===== src/rtl/tinyqv_uart_pkg.sv =====
// Shared definitions for the TinyQV debug UART: receiver state encoding
// and the bit-timing derivation used by both transmitter and receiver.
package tinyqv_uart_pkg;

  typedef enum logic [2:0] {
    IDLE      = 3'd0,
    START     = 3'd1,
    DATA      = 3'd2,
    STOP      = 3'd3,
    WAIT_IDLE = 3'd4
  } uart_rx_state_e;

  // Clock cycles spent on one serial bit.
  function automatic int unsigned cycles_per_bit(input int unsigned clk_hz,
                                                 input int unsigned bit_rate);
    return clk_hz / bit_rate;
  endfunction

  // Offset from a bit edge to its middle.
  function automatic int unsigned half_bit(input int unsigned clk_hz,
                                           input int unsigned bit_rate);
    return cycles_per_bit(clk_hz, bit_rate) / 2;
  endfunction

endpackage


===== src/rtl/uart_rx_fifo.sv =====
// Small synchronous FIFO holding received bytes. Push and pop may happen on
// the same edge; a push into a full FIFO is accepted only alongside a pop.
module uart_rx_fifo #(
  parameter int DEPTH = 4,
  parameter int WIDTH = 8
) (
  input  logic                     clk,
  input  logic                     rst,
  input  logic                     push,
  input  logic [WIDTH-1:0]         push_data,
  input  logic                     pop,
  output logic [WIDTH-1:0]         head,
  output logic [$clog2(DEPTH):0]   count,
  output logic                     full,
  output logic                     empty
);

  localparam int AW = $clog2(DEPTH);
  localparam logic [AW:0] FULL_COUNT = (AW+1)'(DEPTH);

  logic [WIDTH-1:0] r_mem [DEPTH];
  logic [AW-1:0]    r_wr_ptr;
  logic [AW-1:0]    r_rd_ptr;
  logic [AW:0]      r_count;
  logic             w_do_pop;
  logic             w_do_push;

  assign empty     = (r_count == '0);
  assign full      = (r_count == FULL_COUNT);
  assign w_do_pop  = pop && !empty;
  assign w_do_push = push && (!full || w_do_pop);
  assign head      = empty ? '0 : r_mem[r_rd_ptr];
  assign count     = r_count;

  // Pointer and occupancy bookkeeping; pointers wrap naturally (power-of-two depth).
  always_ff @(posedge clk) begin
    // NOTE: sequential state uses non-blocking assignments so every flop
    // samples the pre-edge values, independent of statement order.
    if (rst) begin
      r_wr_ptr <= '0;
      r_rd_ptr <= '0;
      r_count  <= '0;
    end else begin
      if (w_do_push) r_wr_ptr <= r_wr_ptr + 1'b1;
      if (w_do_pop)  r_rd_ptr <= r_rd_ptr + 1'b1;
      case ({w_do_push, w_do_pop})
        2'b10:   r_count <= r_count + 1'b1;
        2'b01:   r_count <= r_count - 1'b1;
        default: r_count <= r_count;
      endcase
    end
  end

  // Storage write port.
  always_ff @(posedge clk) begin
    // NOTE: the storage array is deliberately not reset; empty entries are
    // never visible because head is forced to zero while the FIFO is empty.
    if (w_do_push) r_mem[r_wr_ptr] <= push_data;
  end

endmodule


===== src/rtl/debug_uart_rx.sv =====
// Debug UART receiver: 8N1, LSB first, mid-bit sampling from a 2-flop
// synchronised input, with a small receive FIFO and sticky error flags.
module debug_uart_rx
  import tinyqv_uart_pkg::*;
#(
  parameter int unsigned CLK_HZ     = 25_000_000,
  parameter int unsigned BIT_RATE   = 1_000_000,
  parameter int          FIFO_DEPTH = 4
) (
  input  logic                          clk,
  input  logic                          rst,
  input  logic                          uart_rxd,
  input  logic                          rx_pop,
  input  logic                          err_clear,
  output logic [7:0]                    rx_data,
  output logic                          rx_valid,
  output logic [$clog2(FIFO_DEPTH):0]   rx_count,
  output logic                          rx_busy,
  output logic                          frame_err,
  output logic                          overrun,
  output logic                          rx_irq
);

  localparam int unsigned CYCLES_PER_BIT = cycles_per_bit(CLK_HZ, BIT_RATE);
  localparam int unsigned HALF_BIT       = half_bit(CLK_HZ, BIT_RATE);
  localparam int          DIV_W          = $clog2(CYCLES_PER_BIT);

  uart_rx_state_e r_state;
  uart_rx_state_e w_state_next;
  logic             r_sync1;
  logic             r_rxd_s;
  logic [DIV_W-1:0] r_div;
  logic [2:0]       r_bit_cnt;
  logic [7:0]       r_shift;
  logic             r_frame_err;
  logic             r_overrun;

  logic             w_tick_half;
  logic             w_tick_full;
  logic             w_div_clr;
  logic             w_shift_en;
  logic             w_push;
  logic             w_frame_set;
  logic             w_overrun_set;
  logic             w_fifo_full;
  logic             w_fifo_empty;

  assign w_tick_half   = (r_div == DIV_W'(HALF_BIT - 1));
  assign w_tick_full   = (r_div == DIV_W'(CYCLES_PER_BIT - 1));
  // Full implies non-empty, so any pop this edge frees the slot.
  assign w_overrun_set = w_push && w_fifo_full && !rx_pop;

  // Two-flop synchroniser; idles high so reset does not look like a start bit.
  always_ff @(posedge clk) begin
    if (rst) begin
      r_sync1 <= 1'b1;
      r_rxd_s <= 1'b1;
    end else begin
      r_sync1 <= uart_rxd;
      r_rxd_s <= r_sync1;
    end
  end

  // State register.
  always_ff @(posedge clk) begin
    if (rst) r_state <= IDLE;
    else     r_state <= w_state_next;
  end

  // Next-state and per-cycle strobes for the frame decoder.
  always_comb begin
    // NOTE: every output of this block gets a default first, so no path
    // leaves a value unassigned and no latch is inferred.
    w_state_next = r_state;
    w_div_clr    = 1'b0;
    w_shift_en   = 1'b0;
    w_push       = 1'b0;
    w_frame_set  = 1'b0;
    case (r_state)
      IDLE: begin
        w_div_clr = 1'b1;
        if (!r_rxd_s) w_state_next = START;
      end
      START: begin
        if (w_tick_half) begin
          w_div_clr    = 1'b1;
          w_state_next = r_rxd_s ? IDLE : DATA;
        end
      end
      DATA: begin
        if (w_tick_full) begin
          w_div_clr  = 1'b1;
          w_shift_en = 1'b1;
          if (r_bit_cnt == 3'd7) w_state_next = STOP;
        end
      end
      STOP: begin
        if (w_tick_full) begin
          w_div_clr = 1'b1;
          if (r_rxd_s) begin
            w_push       = 1'b1;
            w_state_next = IDLE;
          end else begin
            w_frame_set  = 1'b1;
            w_state_next = WAIT_IDLE;
          end
        end
      end
      WAIT_IDLE: begin
        // A held-low line (break) yields a single frame error.
        w_div_clr = 1'b1;
        if (r_rxd_s) w_state_next = IDLE;
      end
      default: w_state_next = IDLE;
    endcase
  end

  // Bit-period divider, data bit counter and LSB-first shift register.
  always_ff @(posedge clk) begin
    if (rst) begin
      r_div     <= '0;
      r_bit_cnt <= '0;
      r_shift   <= '0;
    end else begin
      r_div <= w_div_clr ? '0 : r_div + 1'b1;
      if (r_state == IDLE)  r_bit_cnt <= '0;
      else if (w_shift_en)  r_bit_cnt <= r_bit_cnt + 1'b1;
      if (w_shift_en) r_shift <= {r_rxd_s, r_shift[7:1]};
    end
  end

  // Sticky error flags; a new error event wins over a simultaneous clear.
  always_ff @(posedge clk) begin
    if (rst) begin
      r_frame_err <= 1'b0;
      r_overrun   <= 1'b0;
    end else begin
      if (w_frame_set)    r_frame_err <= 1'b1;
      else if (err_clear) r_frame_err <= 1'b0;
      if (w_overrun_set)  r_overrun   <= 1'b1;
      else if (err_clear) r_overrun   <= 1'b0;
    end
  end

  uart_rx_fifo #(
    .DEPTH (FIFO_DEPTH),
    .WIDTH (8)
  ) u_fifo (
    .clk       (clk),
    .rst       (rst),
    .push      (w_push),
    .push_data (r_shift),
    .pop       (rx_pop),
    .head      (rx_data),
    .count     (rx_count),
    .full      (w_fifo_full),
    .empty     (w_fifo_empty)
  );

  assign rx_valid  = !w_fifo_empty;
  assign rx_busy   = (r_state != IDLE);
  assign frame_err = r_frame_err;
  assign overrun   = r_overrun;
  assign rx_irq    = rx_valid | r_frame_err | r_overrun;

endmodule


===== config.mk =====
export PLATFORM = sky130hd
export DESIGN_NAME = debug_uart_rx
export DESIGN_NICKNAME = d
export VERILOG_FILES = /design/src/rtl/tinyqv_uart_pkg.sv /design/src/rtl/uart_rx_fifo.sv /design/src/rtl/debug_uart_rx.sv
export SDC_FILE = /design/constraint.sdc
export NUM_CORES = 1
export LEC_CHECK = 0
export ABC_AREA = 1
export CELL_PAD_IN_SITES_DETAIL_PLACEMENT = 0
export CELL_PAD_IN_SITES_GLOBAL_PLACEMENT = 1
export CORE_UTILIZATION = 25
export DETAILED_ROUTE_END_ITERATION = 6
export GPL_ROUTABILITY_DRIVEN = 1
export PLACE_DENSITY_LB_ADDON = 0.12
export SETUP_SLACK_MARGIN = 0.4
export SYNTH_ARGS = -nofsm -noshare
export SYNTH_HDL_FRONTEND = slang
export SYNTH_SLANG_ARGS = --single-unit

===== constraint.sdc =====
create_clock -name clk -period 2.4 [get_ports clk]
set_clock_uncertainty 0.1 [all_clocks]
set_input_delay 0.48 -clock clk [delete_from_list [all_inputs] [get_ports clk]]
set_output_delay 0.48 -clock clk [all_outputs]
set_load 0.01 [all_outputs]

## Word-level counts from Yosys, hierarchy flattened

Memories as Yosys holds them, arrays and structs flattened. A register that Yosys moved wholly into a read port is not among the register bits.
Index checks and enable logic that the tools add are counted.

| operators by class | value |
|---|---|
| add/sub/neg operators | 6 |
| equal/unequal tests | 16 |
| muxes and demuxes | 28 |
| bitwise logic cells | 2 |
| reduce and logical (&&, ||, !) cells | 19 |

Operators by type and width:

| kind | count |
|---|---|
| $mux W3 | 7 |
| $pmux W3 S5 | 1 |
| $mux W1 | 14 |
| $ne A2 B2 Y1 const B | 6 |
| $eq A3 B3 Y1 const B | 3 |
| $mux W8 | 1 |
| $reduce_or A2 Y1 | 4 |
| $add A3 B1 Y3 const B | 2 |
| $eq A3 B2 Y1 const B | 2 |
| $logic_not A3 Y1 | 2 |
| $mux W2 | 3 |
| $pmux W3 S2 | 1 |
| $reduce_and A6 Y1 | 1 |
| $reduce_bool A2 Y1 | 3 |
| $add A5 B1 Y5 const B | 1 |
| $eq A5 B4 Y1 const B | 1 |
| $eq A5 B5 Y1 const B | 1 |
| $add A2 B1 Y2 const B | 2 |
| $logic_and A1 B1 Y1 | 4 |
| $eq A3 B1 Y1 const B | 1 |
| $logic_not A1 Y1 | 3 |
| $pmux W1 S3 | 1 |
| $reduce_bool A3 Y1 | 1 |
| $sub A3 B1 Y3 const B | 1 |
| other kinds (4) | 5 |

| storage, ports and cells | value |
|---|---|
| bits in registers | 30 |
| RAM bits | 32 |
| bits of input ports | 5 |
| output and inout port bits | 16 |
| word-level logic and storage cells | 83 |
| memories kept | 1 |

Memories:

| name | words | width | read ports | clocked after memory_dff | wr ports | RTL line | text |
|---|---|---|---|---|---|---|---|
| u_fifo.r_mem | 4 | 8 | 1 | 1 | 1 | uart_rx_fifo.sv:21 | `logic [WIDTH-1:0] r_mem [DEPTH];` |

## Logic depth before layout (Yosys ltp)

Gate-level depths: netlist (run 1).

| depth | value |
|---|---|
| word-level depth | 7 |
| gate-level depth with buffers | 14 |
| gate-level depth less buffers | 14 |

## By module

A second synthesis (run 1) with hierarchy kept.

| second synthesis, totals | value |
|---|---|
| cells, all modules | 298 |
| area, all modules | 2845.2 um2 |

Modules (own cells, without submodules):

| module | instances | cells an instance | area each (um2) | seq. area each (um2) |
|---|---|---|---|---|
| uart_rx_fifo | 1 | 159 | 1754.2 | 1141.1 |
| debug_uart_rx | 1 | 139 | 1091.0 | 460.4 |

## Least setup slack after synthesis (run 1)

OpenSTA, ideal clock, no wires.

| timing | value |
|---|---|
| path type | register to register |
| start | register r_div[0] |
| end | register u_fifo.r_count[2], in the netlist u_fifo.count[2] |
| setup time | 122 ps |
| arrival time | 1921 ps |
| data required time | 2178 ps |
| setup slack | 257 ps |
| stages on the path, launching flop included | 15 |
| path buffers | 0 |
| clock period less this slack | 2143 ps |
| cell sequence | dfxtp_1 -> inv_1 -> ha_1 -> nand2_1 -> inv_1 -> nand2_4 -> nor2_4 -> nand2_2 -> ha_1 -> inv_1 -> fa_1 -> a21oi_1 -> o21ai_0 -> o21ai_0 -> a21oi_1 |

| between the ends | value |
|---|---|
| cells in the longest elaborated chain, start to end | 6 |
| elaborated cells between the ends (all ways) | 8 |
| classes of those cells | 3 x eq/ne; 3 x mux; 2 x reduce/logical |

RTL lines:

| what | RTL line | text |
|---|---|---|
| start, declared | debug_uart_rx.sv:32 | `logic [DIV_W-1:0] r_div;` |
| start signal, assigned | debug_uart_rx.sv:125 | `r_div <= w_div_clr ? '0 : r_div + 1'b1;` |
| $eq A5 B5 Y1 (*) | debug_uart_rx.sv:49 | `assign w_tick_full = (r_div == DIV_W'(CYCLES_PER_BIT - 1));` |
| $mux W1 (*) | debug_uart_rx.sv:98 | `if (w_tick_full) begin` |
| $mux W1 (*) | debug_uart_rx.sv:79 | `case (r_state)` |
| $logic_and A1 B1 Y1 (*) | uart_rx_fifo.sv:31 | `assign w_do_push = push && (!full \|\| w_do_pop);` |
| $eq A2 B1 Y1 or $eq A2 B2 Y1 (tied branches) | uart_rx_fifo.sv:46 | `case ({w_do_push, w_do_pop})` |
| $pmux W3 S2 or $reduce_bool A2 Y1 (tied branches) | - |  |
| end signal, assigned | uart_rx_fifo.sv:47 | `2'b10: r_count <= r_count + 1'b1;` |
| end signal, assigned | uart_rx_fifo.sv:48 | `2'b01: r_count <= r_count - 1'b1;` |
| end signal, assigned | uart_rx_fifo.sv:49 | `default: r_count <= r_count;` |
| end, declared | uart_rx_fifo.sv:24 | `logic [AW:0] r_count;` |

Every way passes the cells marked *; elsewhere a longest branch is shown, timed or not.
A chain may end at the register's enable or synchronous reset.

==> summary.md, run 1 <==
| Metric | Value |
|---|---|
| Status | `finished clean` |
| Die area | `~12000 µm²` |
| Gate power share | `approximately a fifth` |
| Core Util, Final | `33.9%` |
| CP endpoint kind | `primary output` |
| CTS clock-pin slew for the worst setup and hold paths | `0.08 ns` |
| Crit path max-delay family | `flip-flops` |
| Initial antenna violation count | `0` |
| First-pass GRT wire length | `9740 µm` |
| Congestion Overflow GR | `0` |
| Dpl cells | `~470` |
| Power per Cell Area | `781 nW/µm²` |
| Hold-fix buffers, CTS | `0` |
| Num CTS Buffers | `9` |
| Class of the worst hold path | `reg -> reg` |
| Layout cell share with drive strength beyond 1 | `about 29%` |
| H-tree levels | `3` |
| Port buffer count | `20` |
| Register share of total power | `42.6%` |
| Drt pass-1 iters | `4` |
| Die Y | `108 µm` |
| CP bufs+invs | `2` |
| Number of global-route vias before repair | `roughly 2000` |
| Hold Path Depth | `1` |
| Non-Filler Instances | `495` |
| Most frequent cells in the layout | `68 x nor2_1, 32 x edfxtp_1, 26 x nand2_1` |
| Clock power frac | `between 30 and 40%` |
| Synth cell types | `28` |
| Leakage | `around 1.6 nW` |
| # diodes | `0` |
| WP data required | `about 1.8 ns` |
| Met3 Use GR | `3.69%` |
| Minimum clock period | `1.98 ns` |
| Area Growth Syn to Fin | `31.8%` |
| R2r worst-path depth | `14` |
| Layout Nets | `around 370` |
| Critical Path Stages | `6` |
| Final WS setup | `0.421 ns` |
| Via density | `4.12` |
| Worst-margin pin slew | `approximately 0.24 ns` |
| Die Width | `108 µm` |
| R2r setup slk | `0.43 ns` |
| Power, Total | `around 2.9 mW` |
| Net switching power | `roughly 0.84 mW` |
| Clock sinks | `64` |
| Setup violators final | `0` |
| Largest stage delay on the critical path | `0.41 ns` |
| I/O Pins | `21` |
| Total routing usage reported by global routing | `11.3%` |
| GP Congestion | `0.706` |
| Top-area cell type share of the netlist area | `34.5%` |
| R2r endpoint | `u_fifo.count[2]` |
| Setup TNS Final | `0 ns` |
| Vias after detailed routing | `2038` |
| Wire length per cell | `12.3 µm` |
| Fin. Hold Viols | `0` |
| Row count | `38` |
| Cell-by-cell trace of the critical path | `buf_12 > nor2_1 > nor2_1 > o21ai_0 > a21oi_2 > buf_2` |
| Final wirelength | `6110 µm` |
| Max Slew Vio Count | `0` |
| Hold_sp | `r_sync1` |
| CP Class | `reg -> out` |
| Arr. time, crit path | `1.40 ns` |
| Detailed placement HPWL | `3890 µm` |
| Internal power | `approximately 2.0 mW` |
| Max Cap Viol | `0` |
| Worst Hold Path EP | `r_rxd_s` |
| Ranking of synthesized cells by area | `edfxtp_1 35%, dfxtp_1 23%, nor2_1 10%` |
| Top cell type by total area after synthesis | `edfxtp_1` |
| TritonCTS clock tree | `done` |
| Critical path fanouts, max | `5` |
| VDD IR max | `0.000417 V` |
| Global route hottest layer | `met2` |
| Clk buf depth | `2` |
| Synthesized cell area | `2790 µm²` |
| Post-Synthesis Net Count | `roughly 320` |
| Period utilization | `82.5%` |
| Slowest CP cell | `dfxtp_4` |
| Pin count of the biggest net entering global routing | `17` |
| Cells after Synth | `301` |
| Max frequency | `0.505 GHz` |
| Initial Util | `~26%` |
| CP Launch Type | `register` |
| CTS Root Cell | `clkbuf_8` |
| Syn_area_per_cell | `9.25 µm²` |
| CP most frequent cell | `nor2_1` |
| RSZ-0062 raised after global routing | `yes` |
| YS warnings | `0` |
| Worst skew pair latency | `0.34 ns` |
| Initial DRC count | `62` |
| Seq cells post-synth | `64` |
| Switch share | `29.2%` |
| Dpl ws | `0.00540 ns` |
| Most common cell after layout, fill and taps aside | `nor2_1` |
| FF-to-FF Start | `r_div[1]` |
| Relative slew slack | `84.0%` |
| Met2 usage | `19.1%` |
| Drt drc | `0` |
| Post-synthesis sequential area ratio | `a little under three fifths` |
| Grt met1 use | `between 10% and 20%` |
| Core ar. | `roughly 11000 µm²` |
| DRT antenna net count | `0` |
-- cells in the mapped netlist (all sizes together) --
cell type   n
fa          1
inv        36
buf         6
a21oi      22
ha          9
clkbuf      1
xnor2       2
edfxtp     32
xor2        2
nand4       2
nand3       8
nand3b      1
nand2      36
or2         2
clkinv      1
nor2       78
dfxtp      32
o21ai      30
-- sequential cells by signal (all words and copies together), names as in the netlist, named ones only --
name,flops
u_fifo.r_wr_ptr,2
u_fifo.r_mem,32
r_div,5
r_shift,8
frame_err,1
r_sync1,1
r_rxd_s,1
r_state,3
overrun,1
r_bit_cnt,3
u_fifo.r_rd_ptr,2
u_fifo.count,3
-- logic make-up after synthesis --
| kind of cell | share of synthesized area [%] |
|---|---|
| XOR/XNOR | 1.26 |
| buffers and inverters | 6.56 |
| adder cells (fa/ha/maj) | 4.76 |
| AO/OA/AOI/OAI | 9.75 |
| flip-flops | 57.5 |
| AND/OR/NAND/NOR | 20.2 |
-- through the flow --
stage                     area (µm²)  hold slack [ns]
final                           3670            0.312
after CTS                       3570            0.316
after floorplan                 2810            0.289
after global placement          3280            0.303
after detailed placement        3280            0.296
after global routing            3670            0.326
-- worst max-delay path by stage --
stage	start	end	slack, ns
finish	register	rx_data[7]	0.42
global route	register	rx_data[0]	0.33
CTS	register	rx_data[7]	0.26
detailed placement	rx_pop	u_fifo.count[2]	0.005
global placement	rx_pop	u_fifo.count[2]	0.02
floorplan	r_div[0]	u_fifo.count[2]	0.43
-- what timing repair did --
item | 4_1_cts | 5_1_grt
pin swaps | 6 | 16
resized for setup | 46 | 37
setup buffers | 4 | 4
endpoints found under the setup margin | 13 | 12
cloned | 1 | 1
-- power groups by stage --
stage               Clock [mW]  Combinational (mW)  Sequential (mW)
floorplan                    0               0.306             1.23
global placement             0               0.520             1.23
CTS                       1.10               0.547             1.21
global route              1.16               0.652             1.22
detailed placement           0               0.513             1.23
finish                    1.07               0.579             1.22
-- per-layer routing --
layer  wire length (µm)  share of wire, %
met1               2830                46
met3                184               3.0
met2               3040                50
met5                  0                 0
met4                 46              0.75
-- final cells by class --
| type | count | area (µm²) |
|---|---|---|
| fillers | 1144 | 7170 |
| inverters | 37 | 151 |
| well taps | 140 | 175 |
| multi-input cells | 193 | 1090 |
| clock buffers | 9 | 124 |
| clock inverters | 7 | 103 |
| repair buffers | 45 | 409 |
| flip-flops and latches | 64 | 1610 |
Note: power is estimated with default switching activity, not from simulation.
==> run 2, diff against run 1 <==
Clock period 2.4 ns to 1.9 ns, I/O delays scaled along.
==> summary.md, run 2 (synthesis gave the netlist of run 1 again) <==
| Metric | Value |
|---|---|
| WP data required | `2.02 ns (+0.20 ns)` |
| Crit. Startpoint | `rx_pop` |
| R2r worst-path depth | `14 (unchanged)` |
| I/O Pins | `21 (unchanged)` |
| Crit path max-delay family | `adder cells` |
| Vias after detailed routing | `2129 (+4.5%)` |
| Congestion Overflow GR | `0 (unchanged)` |
| Clock sinks | `64 (unchanged)` |
| Slowest CP cell | `clkdlybuf4s50_1` |
| Core Util, Final | `38.1% (+4.2 points)` |
| Final WS setup | `-0.0238 ns (-0.445 ns)` |
| Drt drc | `0 (unchanged)` |
| Fin. Hold Viols | `0 (unchanged)` |
| Worst-margin pin slew | `0.280 ns (+0.0408 ns)` |
| Initial DRC count | `33 (-47%)` |
| Max Slew Vio Count | `0 (unchanged)` |
| Detailed placement HPWL | `4000 µm (+2.8%)` |
| Layout cell share with drive strength beyond 1 | `46.2% (+17 points)` |
| CTS Root Cell | `clkbuf_8` |
| Setup TNS Final | `-0.0238 ns (-0.0238 ns)` |
| FF-to-FF Start | `r_div[0]` |
| Class of the worst hold path | `reg -> reg` |
| Net switching power | `1.08 mW (+30%)` |
| Pin count of the biggest net entering global routing | `21 (+4)` |
| Max frequency | `~0.52 GHz` |
| Power, Total | `4.01 mW (+40%)` |
| Setup violators final | `1 (+1)` |
| Critical path fanouts, max | `2 (-3)` |
| Cell-by-cell trace of the critical path | `clkdlybuf4s50_1 > nor2_2 > nand2_1 > nand2_4 > ha_4 > inv_4 > fa_2 > a21oi_2 > o21ai_2 > o21ai_1 > a21oi_1` |
| Most frequent cells in the layout | `56 x nor2_1, 32 x edfxtp_1, 30 x buf_4` |
| Most common cell after layout, fill and taps aside | `nor2_1` |
| Final wirelength | `5970 µm (-2.3%)` |
| Die area | `11600 µm² (unchanged)` |
| First-pass GRT wire length | `10000 µm (+3.1%)` |
| Largest stage delay on the critical path | `0.44 ns (+0.03 ns)` |
| Total routing usage reported by global routing | `11.4% (+0.085 points)` |
| Gate power share | `27.8% (+7.6 points)` |
| CP bufs+invs | `2 (unchanged)` |
| Final Hold Slack | `0.317 ns (+0.00438 ns)` |
| Grt met1 use | `13.8% (+0.21 points)` |
| CP endpoint | `u_fifo.count[2]` |
| VDD IR max | `0.000506 V (+21%)` |
| RSZ-0062 raised after global routing | `yes` |
| CP endpoint kind | `register` |
| Worst skew pair latency | `0.32 ns (-0.02 ns)` |
| Row count | `38 (unchanged)` |
| Relative slew slack | `81.2% (-2.9 points)` |
| Via density | `4.09 (-0.75%)` |
| H-tree levels | `3 (unchanged)` |
| Arr. time, crit path | `2.04 ns (+0.64 ns)` |
| Minimum clock period | `roughly 1.9 ns` |
| Initial Util | `25.7% (unchanged)` |
| Critical Path Stages | `11 (+5)` |
| Number of global-route vias before repair | `2050 (+5.3%)` |
| Port buffer count | `20 (unchanged)` |
| Flip-flop count of the largest register after layout | `32 (unchanged)` |
| Met3 Use GR | `2.60% (-1.1 points)` |
| Clk buf depth | `2 (unchanged)` |
| Die Y | `108 µm (unchanged)` |
| Largest Register | `u_fifo.r_mem` |
| Dpl cells | `487 (+3.8%)` |
| Layout Nets | `391 (+7.1%)` |
| Largest registers | `u_fifo.r_mem: 32 flops, r_shift: 8 flops, r_div: 5 flops` |
| Power per Cell Area | `972 nW/µm² (+25%)` |
| # diodes | `0 (unchanged)` |
| Failing checks | `setup timing` |
| Switch share | `27.0% (-2.2 points)` |
| Area Growth Syn to Fin | `48.1%` |
| Initial antenna violation count | `0 (unchanged)` |
| Register share of total power | `38.1% (-4.5 points)` |
| Hold-fix buffers, CTS | `0 (unchanged)` |
| Wire length per cell | `11.5 µm (-7.2%)` |
| Non-Filler Instances | `521 (+5.3%)` |
| R2r setup slk | `-0.01 ns (-0.44 ns)` |
| CP Class | `in -> reg` |
| Internal power | `2.93 mW (+44%)` |
| CTS clock-pin slew for the worst setup and hold paths | `0.07 ns (about the same)` |
| Core ar. | `10800 µm² (unchanged)` |
| GP Congestion | `0.769 (+8.9%)` |
| Met2 usage | `19.3% (+0.18 points)` |
| DRT antenna net count | `0 (unchanged)` |
| Clock power frac | `34.1% (-3.1 points)` |
| Leakage | `1.74 nW (+11%)` |
| R2r endpoint | `u_fifo.count[2]` |
| Status | `finished with violations` |
| Drt pass-1 iters | `4 (unchanged)` |
| Die Width | `108 µm (unchanged)` |
| TritonCTS clock tree | `done` |
| Max Cap Viol | `0 (unchanged)` |
| CP Launch Type | `input pin` |
| Period utilization | `101%` |
| Num CTS Buffers | `9 (unchanged)` |
| Global route hottest layer | `met2` |
run 2: timing repair:
action | 4_1_cts | 5_1_grt
cloned | 1 | 0
pin swaps | 20 | 26
resized for setup | 116 | 60
setup buffers | 12 | 5
endpoints found under the setup margin | 63 | 67
run 2: worst min-delay path by stage:
stage,startpoint,to,slack (ns),cells past startpoint
after floorplan,r_sync1,r_rxd_s,0.29,1
after global placement,r_sync1,r_rxd_s,0.30,1
after detailed placement,r_sync1,r_rxd_s,0.30,1
after CTS,r_sync1,r_rxd_s,0.32,1
after global routing,r_sync1,r_rxd_s,0.34,1
final,r_sync1,r_rxd_s,0.32,1
run 2: worst register-to-register path: stages, from the launching register on:
cell	delay, ns
dfxtp_2	0.33
inv_2	0.04
ha_4	0.14
nand2_2	0.05
inv_2	0.05
nand2_4	0.06
nor2_4	0.04
nand2_4	0.07
ha_4	0.14
inv_4	0.03
fa_2	0.35
a21oi_2	0.14
o21ai_2	0.07
o21ai_1	0.12
a21oi_1	0.05
run 2: layout make-up:
type | count | area, µm²
clock buffers | 10 | 128
clock inverters | 6 | 108
fillers | 1130 | 6720
inverters | 37 | 159
multi-input cells | 193 | 1270
flip-flops and latches | 64 | 1620
well taps | 140 | 175
repair buffers | 71 | 669
run 2: routing by layer:
metal,vias to the layer above,wire length (µm)
met1,979,2810
met5,-,0
met4,0,73
li1,1126,-
met2,18,2940
met3,6,150
run 2: power groups by stage:
stage | registers, mW | logic [mW] | clock network, mW
global route | 1.54 | 1.23 | 1.48
floorplan | 1.55 | 0.412 | 0
finish | 1.53 | 1.11 | 1.37
CTS | 1.52 | 1.01 | 1.43
global placement | 1.54 | 0.800 | 0
detailed placement | 1.54 | 0.793 | 0
run 2: per-stage QoR:
stage	setup slack, ns	instance area (µm²)
2_1_floorplan	-0.0263	2850
3_3_place_gp	-0.370	3440
3_5_place_dp	-0.416	3440
4_1_cts	-0.0361	3890
5_1_grt	-0.127	4130
6_report	-0.0238	4130
